<file path="src/rtl/btb_pkg.sv">
// Shared types for the BTB update path: update record layout and ins_type codes.
package btb_pkg;

   localparam int BTB_TYPE_W = 3;

   localparam logic [BTB_TYPE_W-1:0] BTB_TYPE_NONE   = 3'd0;
   localparam logic [BTB_TYPE_W-1:0] BTB_TYPE_BRANCH = 3'd1;
   localparam logic [BTB_TYPE_W-1:0] BTB_TYPE_CALL   = 3'd2;
   localparam logic [BTB_TYPE_W-1:0] BTB_TYPE_RETURN = 3'd3;
   localparam logic [BTB_TYPE_W-1:0] BTB_TYPE_JUMP   = 3'd4;

   typedef struct packed {
      logic [31:0]           pc;
      logic [31:0]           target;
      logic [BTB_TYPE_W-1:0] ins_type;
   } btb_upd_t;

   localparam int BTB_UPD_W = $bits(btb_upd_t);

   function automatic btb_upd_t btb_pack(input logic [31:0] pc,
                                         input logic [31:0] target,
                                         input logic [BTB_TYPE_W-1:0] ins_type);
      btb_upd_t u;
      u.pc       = pc;
      u.target   = target;
      u.ins_type = ins_type;
      return u;
   endfunction

endpackage

</file>
<file path="src/rtl/btb_upd_fifo.sv">
// DEPTH-entry circular buffer of BTB updates: two compacted write ports, one pop port.
// With BTB_UPD_COALESCE_EN defined it also offers PC lookup and in-place target/type overwrite.
module btb_upd_fifo
   import btb_pkg::*;
#(
   parameter int DEPTH = 4
) (
   input  logic                     clk,
   input  logic                     rst,
   input  logic                     pop_i,
   input  logic                     push_a_en_i,
   input  logic [BTB_UPD_W-1:0]     push_a_i,
   input  logic                     push_b_en_i,
   input  logic [BTB_UPD_W-1:0]     push_b_i,
`ifdef BTB_UPD_COALESCE_EN
   input  logic [BTB_UPD_W-1:0]     cmp0_i,
   input  logic [BTB_UPD_W-1:0]     cmp1_i,
   output logic                     hit0_o,
   output logic                     hit1_o,
   input  logic                     ow0_en_i,
   input  logic                     ow1_en_i,
`endif
   output logic [BTB_UPD_W-1:0]     head_o,
   output logic [$clog2(DEPTH):0]   count_o
);

   localparam int PW = $clog2(DEPTH);
   localparam int CW = PW + 1;

   btb_upd_t        mem_q [DEPTH];
   logic [PW-1:0]   head_q, head_d;
   logic [PW-1:0]   tail_q, tail_d;
   logic [CW-1:0]   count_q, count_d;

   always_comb begin
      head_d  = head_q + PW'(pop_i);
      tail_d  = tail_q + PW'(push_a_en_i) + PW'(push_b_en_i);
      count_d = count_q + CW'(push_a_en_i) + CW'(push_b_en_i) - CW'(pop_i);
   end

   always_ff @(posedge clk or posedge rst) begin
      if (rst) begin
         head_q  <= '0;
         tail_q  <= '0;
         count_q <= '0;
      end else begin
         head_q  <= head_d;
         tail_q  <= tail_d;
         count_q <= count_d;
      end
   end

`ifdef BTB_UPD_COALESCE_EN
   btb_upd_t        cmp0, cmp1;
   logic [DEPTH-1:0] live, m0, m1;
   logic [PW-1:0]   off;

   assign cmp0 = cmp0_i;
   assign cmp1 = cmp1_i;

   // The head is popped whenever the queue is non-empty, so it never takes part in a match.
   always_comb begin
      live = '0;
      m0   = '0;
      m1   = '0;
      off  = '0;
      for (int i = 0; i < DEPTH; i++) begin
         off     = PW'(i) - head_q;
         live[i] = (off != '0) && ({1'b0, off} < count_q);
         m0[i]   = live[i] && (mem_q[i].pc == cmp0.pc);
         m1[i]   = live[i] && (mem_q[i].pc == cmp1.pc);
      end
   end

   assign hit0_o = |m0;
   assign hit1_o = |m1;
`endif

   // Storage has no reset; entries outside [head, head+count) are never observed.
   always_ff @(posedge clk) begin
      if (push_a_en_i) mem_q[tail_q] <= push_a_i;
      if (push_b_en_i) mem_q[tail_q + PW'(1)] <= push_b_i;
`ifdef BTB_UPD_COALESCE_EN
      for (int i = 0; i < DEPTH; i++) begin
         if (ow0_en_i && m0[i]) begin
            mem_q[i].target   <= cmp0.target;
            mem_q[i].ins_type <= cmp0.ins_type;
         end
         if (ow1_en_i && m1[i]) begin
            mem_q[i].target   <= cmp1.target;
            mem_q[i].ins_type <= cmp1.ins_type;
         end
      end
`endif
   end

   assign head_o  = mem_q[head_q];
   assign count_o = count_q;

endmodule

</file>
<file path="src/rtl/btb_update_queue.sv">
// Collects BTB updates from two resolve ports and drains one per cycle to the BTB write port.
// Optional BTB_UPD_COALESCE_EN merges updates whose PC is already queued.
module btb_update_queue
   import btb_pkg::*;
#(
   parameter int DEPTH = 4,
   parameter int CNTW  = 8
) (
   input  logic                   clk,
   input  logic                   reset,
   input  logic                   res_valid_0,
   input  logic [31:0]            res_pc_0,
   input  logic                   res_taken_0,
   input  logic [31:0]            res_target_0,
   input  logic [2:0]             res_ins_type_0,
   input  logic [31:0]            pred_target_0,
   input  logic [2:0]             pred_ins_type_0,
   input  logic                   res_valid_1,
   input  logic [31:0]            res_pc_1,
   input  logic                   res_taken_1,
   input  logic [31:0]            res_target_1,
   input  logic [2:0]             res_ins_type_1,
   input  logic [31:0]            pred_target_1,
   input  logic [2:0]             pred_ins_type_1,
   output logic                   branch_mistaken,
   output logic [2:0]             ins_type_w,
   output logic [31:0]            wrong_pc,
   output logic [31:0]            right_target,
   output logic [$clog2(DEPTH):0] queue_count,
   output logic [CNTW-1:0]        drop_count
);

   localparam int CW = $clog2(DEPTH) + 1;

   logic                 need0, need1, dup, want1;
   logic                 req0, req1;
   logic                 pop;
   logic [CW-1:0]        free;
   btb_upd_t             upd0, upd1, head;
   logic [BTB_UPD_W-1:0] head_raw;
   logic [BTB_UPD_W-1:0] push_a;
   logic                 push_a_en, push_b_en;
   logic [1:0]           n_drop;
   logic [CNTW-1:0]      drop_q, drop_d;
   logic [CNTW:0]        drop_sum;

   assign need0 = res_valid_0 & res_taken_0 &
                  ((res_target_0 != pred_target_0) | (res_ins_type_0 != pred_ins_type_0));
   assign need1 = res_valid_1 & res_taken_1 &
                  ((res_target_1 != pred_target_1) | (res_ins_type_1 != pred_ins_type_1));

   // Two updates to one PC in a cycle: the older slot's result is the one kept.
   assign dup   = need0 & need1 & (res_pc_0 == res_pc_1);
   assign want1 = need1 & ~dup;

   assign upd0 = btb_pack(res_pc_0, res_target_0, res_ins_type_0);
   assign upd1 = btb_pack(res_pc_1, res_target_1, res_ins_type_1);

`ifdef BTB_UPD_COALESCE_EN
   logic hit0, hit1;
   assign req0 = need0 & ~hit0;
   assign req1 = want1 & ~hit1;
`else
   assign req0 = need0;
   assign req1 = want1;
`endif

   assign pop  = (queue_count != '0);
   assign free = CW'(DEPTH) - queue_count + CW'(pop);

   always_comb begin
      push_a    = upd0;
      push_a_en = 1'b0;
      push_b_en = 1'b0;
      n_drop    = 2'd0;
      if (req0 && req1) begin
         if (free >= CW'(2)) begin
            push_a_en = 1'b1;
            push_b_en = 1'b1;
         end else if (free == CW'(1)) begin
            push_a_en = 1'b1;
            n_drop    = 2'd1;
         end else begin
            n_drop    = 2'd2;
         end
      end else if (req0 || req1) begin
         push_a = req0 ? upd0 : upd1;
         if (free != '0) push_a_en = 1'b1;
         else            n_drop    = 2'd1;
      end
   end

   btb_upd_fifo #(
      .DEPTH       (DEPTH)
   ) u_fifo (
      .clk         (clk),
      .rst         (reset),
      .pop_i       (pop),
      .push_a_en_i (push_a_en),
      .push_a_i    (push_a),
      .push_b_en_i (push_b_en),
      .push_b_i    (upd1),
`ifdef BTB_UPD_COALESCE_EN
      .cmp0_i      (upd0),
      .cmp1_i      (upd1),
      .hit0_o      (hit0),
      .hit1_o      (hit1),
      .ow0_en_i    (need0 & hit0),
      .ow1_en_i    (want1 & hit1),
`endif
      .head_o      (head_raw),
      .count_o     (queue_count)
   );

   assign drop_sum = {1'b0, drop_q} + {{(CNTW-1){1'b0}}, n_drop};
   assign drop_d   = drop_sum[CNTW] ? {CNTW{1'b1}} : drop_sum[CNTW-1:0];

   always_ff @(posedge clk or posedge reset) begin
      if (reset) drop_q <= '0;
      else       drop_q <= drop_d;
   end

   assign head            = head_raw;
   assign branch_mistaken = pop;
   assign ins_type_w      = pop ? head.ins_type : BTB_TYPE_NONE;
   assign wrong_pc        = pop ? head.pc       : 32'h0;
   assign right_target    = pop ? head.target   : 32'h0;
   assign drop_count      = drop_q;

endmodule

</file>
<file path="config.mk">
export PLATFORM = sky130hd
export DESIGN_NAME = btb_update_queue
export DESIGN_NICKNAME = d
export VERILOG_FILES = /design/src/rtl/btb_pkg.sv /design/src/rtl/btb_upd_fifo.sv /design/src/rtl/btb_update_queue.sv
export SDC_FILE = /design/constraint.sdc
export NUM_CORES = 1
export LEC_CHECK = 0
export CORE_UTILIZATION = 30
export DETAILED_ROUTE_END_ITERATION = 16
export GPL_TIMING_DRIVEN = 0
export PLACE_DENSITY = 0.56
export SLEW_MARGIN = 20
export SYNTH_ARGS = -nofsm -noshare
export SYNTH_HDL_FRONTEND = slang
export SYNTH_SLANG_ARGS = --single-unit
</file>
<file path="constraint.sdc">
create_clock -name clk -period 6.2 [get_ports clk]
set_input_delay 1.24 -clock clk [delete_from_list [all_inputs] [get_ports clk]]
set_output_delay 1.24 -clock clk [all_outputs]
set_load 0.05 [all_outputs]
</file>
# Word level (Yosys, flattened, before mapping)
# Memories as Yosys holds them, arrays and structs flattened.
# Cells that the tools add are included.
# totals
register_bits	15
ramBits	268
inputBits	210
output_inout_bits	79
elab_cells	59
mem_count	1
# classes
add_sub_neg	10
n_lt_le_gt_ge	1
n_eq_ne	6
n_mux	23
bitwise_logic	10
n_reduce_logical	4
# memory_table
memory	words	width	read_ports	rd_ports_with_merged_regs	write_ports	line_no	source
u_fifo.mem_q	4	67	1	0	2	btb_upd_fifo.sv:30	btb_upd_t mem_q [DEPTH];
# op_table
cell	n
two-way mux 67 bit	3
two-way mux 32 bit	2
!= test 32 bit	2
== test 32 bit	1
two-way mux 1 bit	13
adder 3 x 1 -> 3 bit	3
adder 8 x 2 -> 9 bit	1
two-way mux 8 bit	1
bitwise AND 1 bit	7
adder 2 x 1 -> 2 bit	3
two-way mux 2 bit	3
!= test 3 bit	2
nonzero test 3 bit	2
== test 3 x 1 -> 1 bit, second input constant	1
greater-or-equal comparator 3 x 2 -> 1 bit, second input constant	1
two-way mux 3 bit	1
subtractor 3 x 1 -> 3 bit	1
subtractor 3 bit, first input constant	1
adder 2 x 1 -> 2 bit, second input constant	1
bitwise OR 1 bit	2
logical AND 1 bit	1
logical OR 1 bit	1
inverter 1 bit	1

# Depth between registers and ports, before layout
# Gate-level depths: netlist of the first run.
# logic_depth
ltp_word	13
depth_mapped	17
mapped_depth_nobuf	15

# Modules after synthesis
# Synthesis of the first run repeated with hierarchy kept, for this count alone.
# hier_totals
hier_cells	1034
area_unflattened_um2	16285.6
# modules_own_cells
module	instances	cells_each	area_each_um2	seq_area_each_um2
btb_upd_fifo	1	681	13200.2	8222.9
btb_update_queue	1	353	3085.5	200.2

# Worst setup path after synthesis of the first run
# No wires, ideal clock.
# synth_path
kind	flip-flop to flip-flop
start	reg u_fifo.count_q[2] (netlist: u_fifo.count_o[2])
end	mem u_fifo.mem_q[0][0] in the netlist's numbering (enable)
setup_time_ns	0.516
t_arrival_ns	6.351
required_time_ns	5.684
slack_ns	-0.666
path_stages_with_launch	13
n_path_buf	3
synth_period_minus_slack_ns	6.866
cell_sequence	dfrtp_1 -> or3_1 -> clkbuf_1 -> clkbuf_1 -> inv_1 -> ha_1 -> inv_1 -> ha_1 -> xor2_1 -> nor2_1 -> or4_1 -> buf_2 -> o22ai_1
# synth_rtl
element	line_no	source
from (decl)	btb_upd_fifo.sv:33	logic [CW-1:0] count_q, count_d;
from (signal assigned)	btb_upd_fifo.sv:49	count_q <= count_d;
to (decl)	btb_upd_fifo.sv:30	

# Worst setup path in the final report of the first run
# layout_path
start	in res_target_1[27]
end	reg drop_q[4] (netlist: drop_count[4])
# layout_between
elab_chain_cells	12
word_cells_on_any_way	13
classes_between	add/sub (1); eq/ne (1); mux (3); bitwise (6); reduce/logical (2)
# layout_rtl
element	line_no	source
from (decl)	btb_update_queue.sv:21	input logic [31:0] res_target_1,
!= test 32 bit *	btb_update_queue.sv:50	((res_target_1 != pred_target_1) | (res_ins_type_1 != pred_ins_type_1));
bitwise OR 1 bit *	btb_update_queue.sv:50	
bitwise AND 1 bit *	btb_update_queue.sv:49	assign need1 = res_valid_1 & res_taken_1 &
bitwise AND 1 bit (2 in a row)	btb_update_queue.sv:53	assign dup = need0 & need1 & (res_pc_0 == res_pc_1);
inverter 1 bit	btb_update_queue.sv:54	assign want1 = need1 & ~dup;
bitwise AND 1 bit *	btb_update_queue.sv:54	
logical OR 1 bit	btb_update_queue.sv:86	end else if (req0 || req1) begin
two-way mux 1 bit	btb_update_queue.sv:86	
two-way mux 2 bit *	btb_update_queue.sv:76	if (req0 && req1) begin
adder 8 x 2 -> 9 bit *	btb_update_queue.sv:115	assign drop_sum = {1'b0, drop_q} + {{(CNTW-1){1'b0}}, n_drop};
two-way mux 8 bit *	btb_update_queue.sv:116	assign drop_d = drop_sum[CNTW] ? {CNTW{1'b1}} : drop_sum[CNTW-1:0];
net drop_d[4]	btb_update_queue.sv:44	logic [CNTW-1:0] drop_q, drop_d;
to (signal assigned)	btb_update_queue.sv:120	else drop_q <= drop_d;
to (decl)	btb_update_queue.sv:44	
# The timed path passes the listed nets; every way through them passes the cells marked *.

==> impl_metrics.json, run 1 <==
{
  "status": "completed",
  "critPathLaunchType": "primary input",
  "cp-endpoint": "drop_count[4]$_DFF_PP0_",
  "synth_edf_count": 268,
  "seq_power_share_pct": 28.5,
  "worstReg2RegEnd": "u_fifo.mem_q[1][42]$_DFFE_PP_",
  "fin_util_pct": 41.39,
  "worstSetupPathType": "primary input to flop",
  "dp_hpwl_microns": 35870,
  "relSlewSlack_pct": 32.60,
  "yosysSeqAreaShare_pct": 54.51,
  "timing.fmax_ghz": 0.1916,
  "dp.cells": 1931,
  "r2r_cells": 15,
  "yosysUniqueCellTypes": 36,
  "fin_skew_ns": 0.02037,
  "slowest_stage": "nor4_1",
  "cap_viol_max_count": 0,
  "grt_max_degree": 17,
  "syn_inst": 951,
  "synth_top_area_cell": "edfxtp_1",
  "worstPathRequired_ns": 6.65,
  "cts_buffers": 35,
  "via_per_inst": 4.878,
  "yosysTopAreaCellShare_pct": 52.08,
  "die-height_microns": 229.0,
  "drive_above_1_share_pct": 33.99,
  "finalNetCount": 1517,
  "rsz0062_at_grt": "no",
  "clock_latency_ns": 0.54,
  "synth-async-reset-ratio_pct": 5.300,
  "peakVddDrop_mv": 0.2450,
  "synth_common_cells": "edfxtp_1, mux2_2, xnor2_1",
  "p_comb_share_pct": 49.8,
  "dr.pass1.iters": 4,
  "start_util_pct": 30.61,
  "cts.sinks": 283,
  "die_x_microns": 229.0,
  "core_sq_um": 50480,
  "yosys_warnings": 0,
  "p_sw_mw": 3.783,
  "vias": 9742,
  "setup_violations": 0,
  "remaining_drc_errors": 0,
  "wl_microns": 48680,
  "synthAdderAreaFrac_pct": 1.004,
  "syn-num-nets": 1171,
  "post-route-min-period_ns": 5.220,
  "cts_hold_buf": 0,
  "synthTopCellsByArea": "edfxtp_1, mux2_2, mux4_2, xnor2_1, mux2_4",
  "ant_nets": 0,
  "seqCellArea_sq_um": 8423,
  "swShare_pct": 39.54,
  "synth_ff_type": "edfxtp_1",
  "p_per_area_nw_per_um2": 458.0,
  "synthSimpleGateAreaFrac_pct": 4.826,
  "cp_max_fo": 6,
  "hp-class": "flop to flop",
  "first_iter_violations": 545,
  "synth.avg_cell_area_sq_um": 16.25,
  "multiInputGateArea_sq_um": 6708,
  "critPathMaxStageDelay_ns": 0.76,
  "grt_pass1_vias": 10380,
  "die-area_sq_um": 52420,
  "yosys.area_share.xor_xnor_pct": 6.235,
  "instances_no_fill": 1997,
  "startpoint": "res_target_1[27]",
  "ios": 289,
  "synth_compound_area_share_pct": 0.8907,
  "path_clk_slew_ns": 0.07,
  "h-tree-depth": 2,
  "cts_resized": 0,
  "synth_top_family_by_area": "multiplexers",
  "worstReg2RegStart": "u_fifo.count_o[2]$_DFF_PP0_",
  "drt-wirelength-per-cell_microns": 24.38,
  "clockRootBuffer": "clkbuf_16",
  "cts_tree": "built",
  "crit_chain": "clkdlybuf4s50_1, xnor2_1, nand4_1, nor4_1, a31o_2, nor3_1, a21oi_1, a31o_2, ha_1, inv_1, fa_1, nor2_1, nand4_1, o21ai_0",
  "antenna_found_initial": 1,
  "postCtsSetupBuffers": 0,
  "fillers": 4722,
  "p_int_mw": 5.785,
  "clock_path_buffers": 3,
  "synth_area_sq_um": 15450,
  "rrSetupSlack_ns": 1.74,
  "post-synth-top-count-cell": "edfxtp_1",
  "report.final.hold_viol_count": 0,
  "power.leakage_nw": 7.081,
  "clockPowerShare_pct": 21.8,
  "grt_use_total_pct": 18.67,
  "timing.final.crit_share_pct": 84.19,
  "muxShareOfSynthArea_pct": 30.10,
  "rows": 82,
  "slew_viol_final": 0,
  "io_buffers": 288,
  "min_from": "u_fifo.head_q[0]$_DFF_PP0_",
  "hold_ws_ns": 0.5285,
  "overflow": 0,
  "worstSetupEndpointType": "flop",
  "tightest_slew_ns": 1.011,
  "grt_pass1_wl_microns": 70930,
  "synth-seq-cells": 283,
  "place.gp.congestion": 0.8114,
  "cp.arrival_ns": 5.67,
  "area_delta_synth_final_pct": 35.20
}
[how the worst min path moves through the flow]
stage / endpoint / slack [ns] / cells after the start
2_1_floorplan: u_fifo.head_q[0]$_DFF_PP0_ / 0.48 / 1
3_3_place_gp: u_fifo.head_q[0]$_DFF_PP0_ / 0.50 / 1
3_5_place_dp: u_fifo.head_q[0]$_DFF_PP0_ / 0.51 / 1
4_1_cts: u_fifo.head_q[0]$_DFF_PP0_ / 0.53 / 1
5_1_grt: u_fifo.head_q[0]$_DFF_PP0_ / 0.54 / 1
6_report: u_fifo.head_q[0]$_DFF_PP0_ / 0.53 / 1
[sequential cells by signal, indices dropped and copies added, names as in the netlist]
| register | count |
|---|---|
| drop_count | 8 |
| u_fifo.count_o | 3 |
| u_fifo.head_q | 2 |
| u_fifo.mem_q | 268 |
| u_fifo.tail_q | 2 |
[power groups by stage]
stage | Combinational [mW] | Sequential [mW] | Clock [mW]
4_1_cts | 4.85 | 2.73 | 2.14
6_report | 4.76 | 2.72 | 2.08
2_1_floorplan | 2.87 | 2.84 | 0
3_3_place_gp | 4.55 | 2.82 | 0
5_1_grt | 5.04 | 2.76 | 2.21
3_5_place_dp | 4.83 | 2.77 | 0
[area by class of cell]
cell class                      count  share of cell area (%)
Sequential cell                   283                   40.32
Multi-Input combinational cell    601                   32.11
Timing Repair Buffer              309                   16.25
Clock buffer                       44                   4.354
Tap cell                          672                   4.025
Buffer                             53                   1.575
Clock inverter                     20                   1.108
Inverter                           14                  0.2515
Antenna cell                        1                 0.01198
[layout by cell type, fill, tap and decap left out, types with 2 or more instances in the layout]
master	n
buf_16	16
buf_4	3
a31o_2	3
nor3_1	3
ha_1	6
clkbuf_1	28
nand3_1	3
edfxtp_1	268
mux2_4	30
clkbuf_2	3
a31oi_1	3
buf_8	4
inv_1	14
a21oi_1	3
xor2_1	42
clkdlybuf4s50_1	288
inv_6	3
clkinv_1	6
nand2_1	9
dfrtp_1	15
nand4_1	19
o21ai_0	2
nand2b_1	2
clkbuf_16	35
bufinv_16	5
mux2_2	239
mux4_2	67
buf_6	14
o21ai_2	3
nor2_1	4
nor4_1	12
clkinv_2	5
nor2b_1	2
fa_1	4
xnor2_1	68
and2_1	67
buf_2	14
o22ai_4	4
[routing by layer]
| layer | global-route usage, % | routed length, microns | up-vias |
|---|---|---|---|
| li1 | - | - | 4402 |
| met1 | 23.61 | 21010 | 5003 |
| met2 | 32.32 | 24400 | 295 |
| met3 | 4.154 | 2450 | 42 |
| met4 | 4.250 | 819 | 0 |
| met5 | 0 | 0 | - |
[stage by stage]
stage	setup TNS [ns]	power [mW]	instance area, sq um	setup slack [ns]
after floorplan	0	5.716	15480	0.8830
after global placement	-389.95	7.375	19200	-1.534
after detailed placement	0	7.602	19730	0.2305
after CTS	0	9.715	20870	0.3059
after global routing	0	10.02	20890	0.7854
final	0	9.568	20890	0.9799
[worst max-delay path: cells and delay by family]
family                     cells  cell delay [ns]
adders and majority gates      2             0.62
buffers and inverters          2             0.57
and+or+nand+nor                5             1.73
xor gates and xnor gates       1             0.65
AOI/OAI and AO/OA              4             0.86
[kinds of logic after synthesis]
kind of cell | after synthesis
adder cells (fa/ha/maj) | 10
buffers and inverters | 67
AO/OA/AOI/OAI | 20
multiplexers | 336
AND/OR/NAND/NOR | 125
XOR/XNOR | 110
flip-flops | 283
Note: power is estimated with default switching activity, not from simulation.
==> inputs of run 2 (changes only) <==
--- a/config.mk
+++ b/config.mk
@@ -8,7 +8,7 @@
 export CORE_UTILIZATION = 30
 export DETAILED_ROUTE_END_ITERATION = 16
 export GPL_TIMING_DRIVEN = 0
-export PLACE_DENSITY = 0.56
+export PLACE_DENSITY = 0.54
 export SLEW_MARGIN = 20
 export SYNTH_ARGS = -nofsm -noshare
 export SYNTH_HDL_FRONTEND = slang
==> constraint.sdc (replaced) <==
create_clock -name clk -period 5 [get_ports clk]
set_input_delay 1 -clock clk [delete_from_list [all_inputs] [get_ports clk]]
set_output_delay 1 -clock clk [all_outputs]
set_load 0.05 [all_outputs]
==> impl_metrics.json, run 2 (same netlist as run 1, synthesis figures left out) <==
{
  "cts.sinks": 283,
  "clock_latency_ns": 0.54,
  "cts_buffers": 35,
  "place.gp.congestion": 0.7973,
  "p_per_area_nw_per_um2": 564.9,
  "rsz0062_at_grt": "no",
  "critPathMaxStageDelay_ns": 0.71,
  "clockRootBuffer": "clkbuf_16",
  "slowest_stage": "clkdlybuf4s50_1",
  "status": "completed",
  "cap_viol_max_count": 0,
  "grt_max_degree": 17,
  "area_delta_synth_final_pct": 35.30,
  "clock_path_buffers": 3,
  "instances_no_fill": 1991,
  "power.leakage_nw": 7.074,
  "tightest_slew_ns": 0.9879,
  "worstPathRequired_ns": 4.00,
  "remaining_drc_errors": 0,
  "start_util_pct": 30.61,
  "slew_viol_final": 0,
  "cpMostUsedCell": "clkdlybuf4s15_2",
  "report.final.hold_viol_count": 0,
  "grt_pass1_wl_microns": 71100,
  "setup_slack_ns": 0.2384,
  "setup_violations": 0,
  "wl_microns": 49070,
  "power_mw": 11.81,
  "drive_above_1_share_pct": 33.66,
  "overflow": 0,
  "hp-class": "flop to flop",
  "io_buffers": 288,
  "cts_hold_buf": 0,
  "timing.final.crit_share_pct": 95.23,
  "dp.cells": 1931,
  "h-tree-depth": 2,
  "layout_commonest_cell": "clkdlybuf4s50_1",
  "worstSetupPathType": "flop to output port",
  "pre_cts_slack_ns": -0.6383,
  "largest_reg_flops": 268,
  "post-route-min-period_ns": 4.762,
  "critPathLaunchType": "flop",
  "cts_tree": "built",
  "peakVddDrop_mv": 0.2821,
  "cp.arrival_ns": 3.76,
  "grt_pass1_vias": 10290,
  "die-area_sq_um": 52420,
  "cp_max_fo": 10,
  "vias": 9738,
  "relSlewSlack_pct": 34.14,
  "diodes": 0,
  "dp_hpwl_microns": 35800,
  "path_clk_slew_ns": 0.06,
  "dr.pass1.iters": 4,
  "core_sq_um": 50480,
  "ant_nets": 0,
  "antenna_found_initial": 1,
  "postCtsSetupBuffers": 0,
  "fin_util_pct": 41.42,
  "fin_skew_ns": 0.01103,
  "rows": 82,
  "via_per_inst": 4.891,
  "die_x_microns": 229.0,
  "fillers": 4688,
  "drt-wirelength-per-cell_microns": 24.65,
  "worstSetupEndpointType": "output port",
  "mostFrequentLayoutCells": "clkdlybuf4s50_1, edfxtp_1, mux2_2",
  "ios": 289,
  "grt_use_total_pct": 18.79,
  "die-height_microns": 229.0,
  "finalNetCount": 1516,
  "top_register": "u_fifo.mem_q",
  "crit_chain": "clkbuf_1, clkdlybuf4s15_2, clkdlybuf4s15_2, mux4_2, and2_1, clkdlybuf4s50_1",
  "first_iter_violations": 622,
  "timing.fmax_ghz": 0.2100
}
-- run 2: cell type report --
cell class	instances	area, sq um	share of cell area [%]
plain buffers	53	349.1	1.670
clock buffers	44	952.2	4.554
clock inverters	16	141.4	0.6763
inverters	14	52.55	0.2514
multi-input cells	601	6714	32.11
flip-flops and latches	283	8423	40.29
well taps	672	840.8	4.022
repair buffers	308	3433	16.42
-- run 2: routing by layer --
layer	global-route usage (%)	routed length (microns)	up-vias
li1	-	-	4400
met1	24.18	20910	5000
met2	32.14	24550	295
met3	3.718	2718	43
met4	4.833	890	0
met5	0	0	-
-- run 2: power breakdown --
part           leakage (nW)  internal (mW)  total [mW]  switching, mW
Clock                 0.532           1.49        2.48          0.989
Combinational          3.90           2.41        5.95           3.55
Sequential             2.64           3.24        3.38          0.137
-- run 2: metrics by stage --
stage          setup TNS (ns)  hold WS [ns]  instance area, sq um
2_1_floorplan          -36.53        0.4769                 15490
3_3_place_gp          -529.96        0.4940                 19220
3_5_place_dp          -143.02        0.4929                 19780
4_1_cts                     0        0.5073                 20910
5_1_grt                     0        0.5451                 20910
6_report                    0        0.5043                 20910
-- run 2: what timing repair did --
action,4_1_cts,5_1_grt
gates resized for setup,8,0
endpoints found under the setup margin,52,0
hold endpoints to repair,0,0
-- run 2: worst max-delay path: cells and delay by family, from the launching register on --
family / cells / cell delay, ns
and+or+nand+nor: 1 / 0.21
buffers and inverters: 4 / 2.03
muxes: 1 / 0.64
DFF: 1 / 0.35
-- run 2: worst paths after layout --
path,from,to,slack (ns),cells after the start
min in group asynchronous,reset,drop_count[6]$_DFF_PP0_,0.85,2
min reg2reg,u_fifo.head_q[0]$_DFF_PP0_,u_fifo.head_q[0]$_DFF_PP0_,0.50,1
max,u_fifo.head_q[0]$_DFF_PP0_,right_target[1],0.24,6
max reg2reg,u_fifo.count_o[2]$_DFF_PP0_,u_fifo.mem_q[0][43]$_DFFE_PP_,0.40,16
min,u_fifo.head_q[0]$_DFF_PP0_,u_fifo.head_q[0]$_DFF_PP0_,0.50,1
max in group asynchronous,reset,u_fifo.head_q[0]$_DFF_PP0_,3.73,2
==> inputs of run 3 (changes only) <==
--- a/config.mk
+++ b/config.mk
@@ -5,6 +5,7 @@
 export SDC_FILE = /design/constraint.sdc
 export NUM_CORES = 1
 export LEC_CHECK = 0
+export CAP_MARGIN = 20
 export CORE_UTILIZATION = 30
 export DETAILED_ROUTE_END_ITERATION = 16
 export GPL_TIMING_DRIVEN = 0
==> impl_metrics.json, run 3 (same netlist as run 1, synthesis figures left out) <==
{
  "report.final.hold_viol_count": 0,
  "layout_commonest_cell": "clkdlybuf4s50_1",
  "crit_chain": "clkbuf_1, clkdlybuf4s18_2, clkdlybuf4s18_2, mux4_2, and2_1, clkdlybuf4s50_1",
  "postCtsSetupBuffers": 0,
  "grt_pass1_vias": 10260,
  "die-height_microns": 229.0,
  "drive_above_1_share_pct": 34.09,
  "start_util_pct": 30.61,
  "cp.arrival_ns": 3.84,
  "die_x_microns": 229.0,
  "clockPowerShare_pct": 21.6,
  "timing.fmax_ghz": 0.2067,
  "cp.buffers_inverters": 4,
  "ant_nets": 0,
  "swShare_pct": 39.56,
  "worstSetupPathType": "flop to output port",
  "area_delta_synth_final_pct": 35.70,
  "antenna_found_initial": 1,
  "grt_pass1_wl_microns": 70570,
  "finalNetCount": 1518,
  "p_per_area_nw_per_um2": 568.8,
  "hp-class": "flop to flop",
  "remaining_drc_errors": 0,
  "clock_latency_ns": 0.55,
  "relSlewSlack_pct": 33.01,
  "overflow": 0,
  "cts.sinks": 283,
  "cts_tree": "built",
  "largest_reg_flops": 268,
  "clockRootBuffer": "clkbuf_16",
  "power.leakage_nw": 7.108,
  "critPathLaunchType": "flop",
  "h-tree-depth": 2,
  "rows": 82,
  "p_comb_share_pct": 50.1,
  "fin_skew_ns": 0.02171,
  "startpoint": "u_fifo.head_q[0]$_DFF_PP0_",
  "worstSetupEndpointType": "output port",
  "slew_viol_final": 0,
  "tightest_slew_ns": 1.005,
  "slowest_stage": "clkdlybuf4s50_1",
  "grt_use_total_pct": 18.69,
  "cap_viol_max_count": 0,
  "rsz0062_at_grt": "no",
  "drt-wirelength-per-cell_microns": 24.59,
  "worstReg2RegStart": "u_fifo.count_o[2]$_DFF_PP0_",
  "post-route-min-period_ns": 4.838,
  "power_mw": 11.93,
  "dr.pass1.iters": 4,
  "placed_cell_area_sq_um": 19780,
  "place.gp.congestion": 0.7973,
  "first_iter_violations": 594,
  "vias": 9665,
  "dp_hpwl_microns": 35790,
  "fillers": 4651,
  "min_from": "u_fifo.head_q[0]$_DFF_PP0_",
  "top_register": "u_fifo.mem_q",
  "status": "completed",
  "setup_violations": 0,
  "via_per_inst": 4.845,
  "peakVddDrop_mv": 0.2775,
  "critPathMaxStageDelay_ns": 0.71,
  "p_int_mw": 7.208,
  "seq_power_share_pct": 28.3,
  "instances_no_fill": 1995,
  "clock_path_buffers": 3,
  "path_clk_slew_ns": 0.06,
  "wl_microns": 49060,
  "worstPathRequired_ns": 4.00,
  "core_sq_um": 50480,
  "dp.cells": 1931,
  "mostFrequentLayoutCells": "clkdlybuf4s50_1, edfxtp_1, mux2_2",
  "die-area_sq_um": 52420,
  "cp_max_fo": 10,
  "ios": 289,
  "p_sw_mw": 4.719,
  "cts_buffers": 36,
  "diodes": 0,
  "rrSetupSlack_ns": 0.45,
  "cpMostUsedCell": "clkdlybuf4s18_2",
  "design_area_sq_um": 20970,
  "timing.final.crit_share_pct": 96.77,
  "io_buffers": 288,
  "cp_top_family": "buffers and inverters",
  "grt_max_degree": 17
}
run 3: power groups by stage:
stage	Clock [mW]	Combinational [mW]	Sequential, mW
5_1_grt	2.72	6.27	3.42
4_1_cts	2.65	6.08	3.39
3_3_place_gp	0	5.67	3.49
2_1_floorplan	0	3.58	3.52
3_5_place_dp	0	6.04	3.43
6_report	2.58	5.97	3.38
run 3: path summary, 6_finish.rpt:
kind,endpoint,depth (start not counted)
setup / recovery,right_target[1],6
hold / removal,u_fifo.head_q[0]$_DFF_PP0_,1
setup reg to reg,u_fifo.mem_q[0][40]$_DFFE_PP_,16
hold reg to reg,u_fifo.head_q[0]$_DFF_PP0_,1
max in group asynchronous,u_fifo.count_o[1]$_DFF_PP0_,2
min in group asynchronous,drop_count[6]$_DFF_PP0_,2
run 3: final cells by class:
type                            count  area (sq um)  area share (%)
Inverter                           14         52.55          0.2506
Clock buffer                       42         944.7           4.505
Clock inverter                     21         202.7          0.9666
Multi-Input combinational cell    601          6714           32.02
Tap cell                          672         840.8           4.010
Sequential cell                   283          8423           40.17
Timing Repair Buffer              309          3445           16.43
Buffer                             53         346.6           1.653
run 3: metal layers:
metal / vias up / GRT usage (%) / share of wire (%)
met5: - / 0 / 0
met4: 0 / 5.063 / 1.9
li1: 4400 / - / -
met1: 4915 / 24.01 / 43
met3: 49 / 3.418 / 5.1
met2: 301 / 32.10 / 50
run 3: timing repair:
item / in CTS / in global routing
hold buffers: 0 / 0
resized for setup: 8 / 2
gates cloned: 0 / 0
setup endpoints to repair: 50 / 3
run 3: per-stage QoR:
stage	hold slack [ns]	TNS, ns	worst slack [ns]	utilization [%]
2_1_floorplan	0.4769	-36.53	-0.2844	-
3_3_place_gp	0.4940	-529.96	-2.502	38.07
3_5_place_dp	0.5162	-132.60	-0.6115	39.19
4_1_cts	0.5302	0	0.05304	41.52
5_1_grt	0.5550	0	0.003706	41.54
6_report	0.5251	0	0.1617	41.54
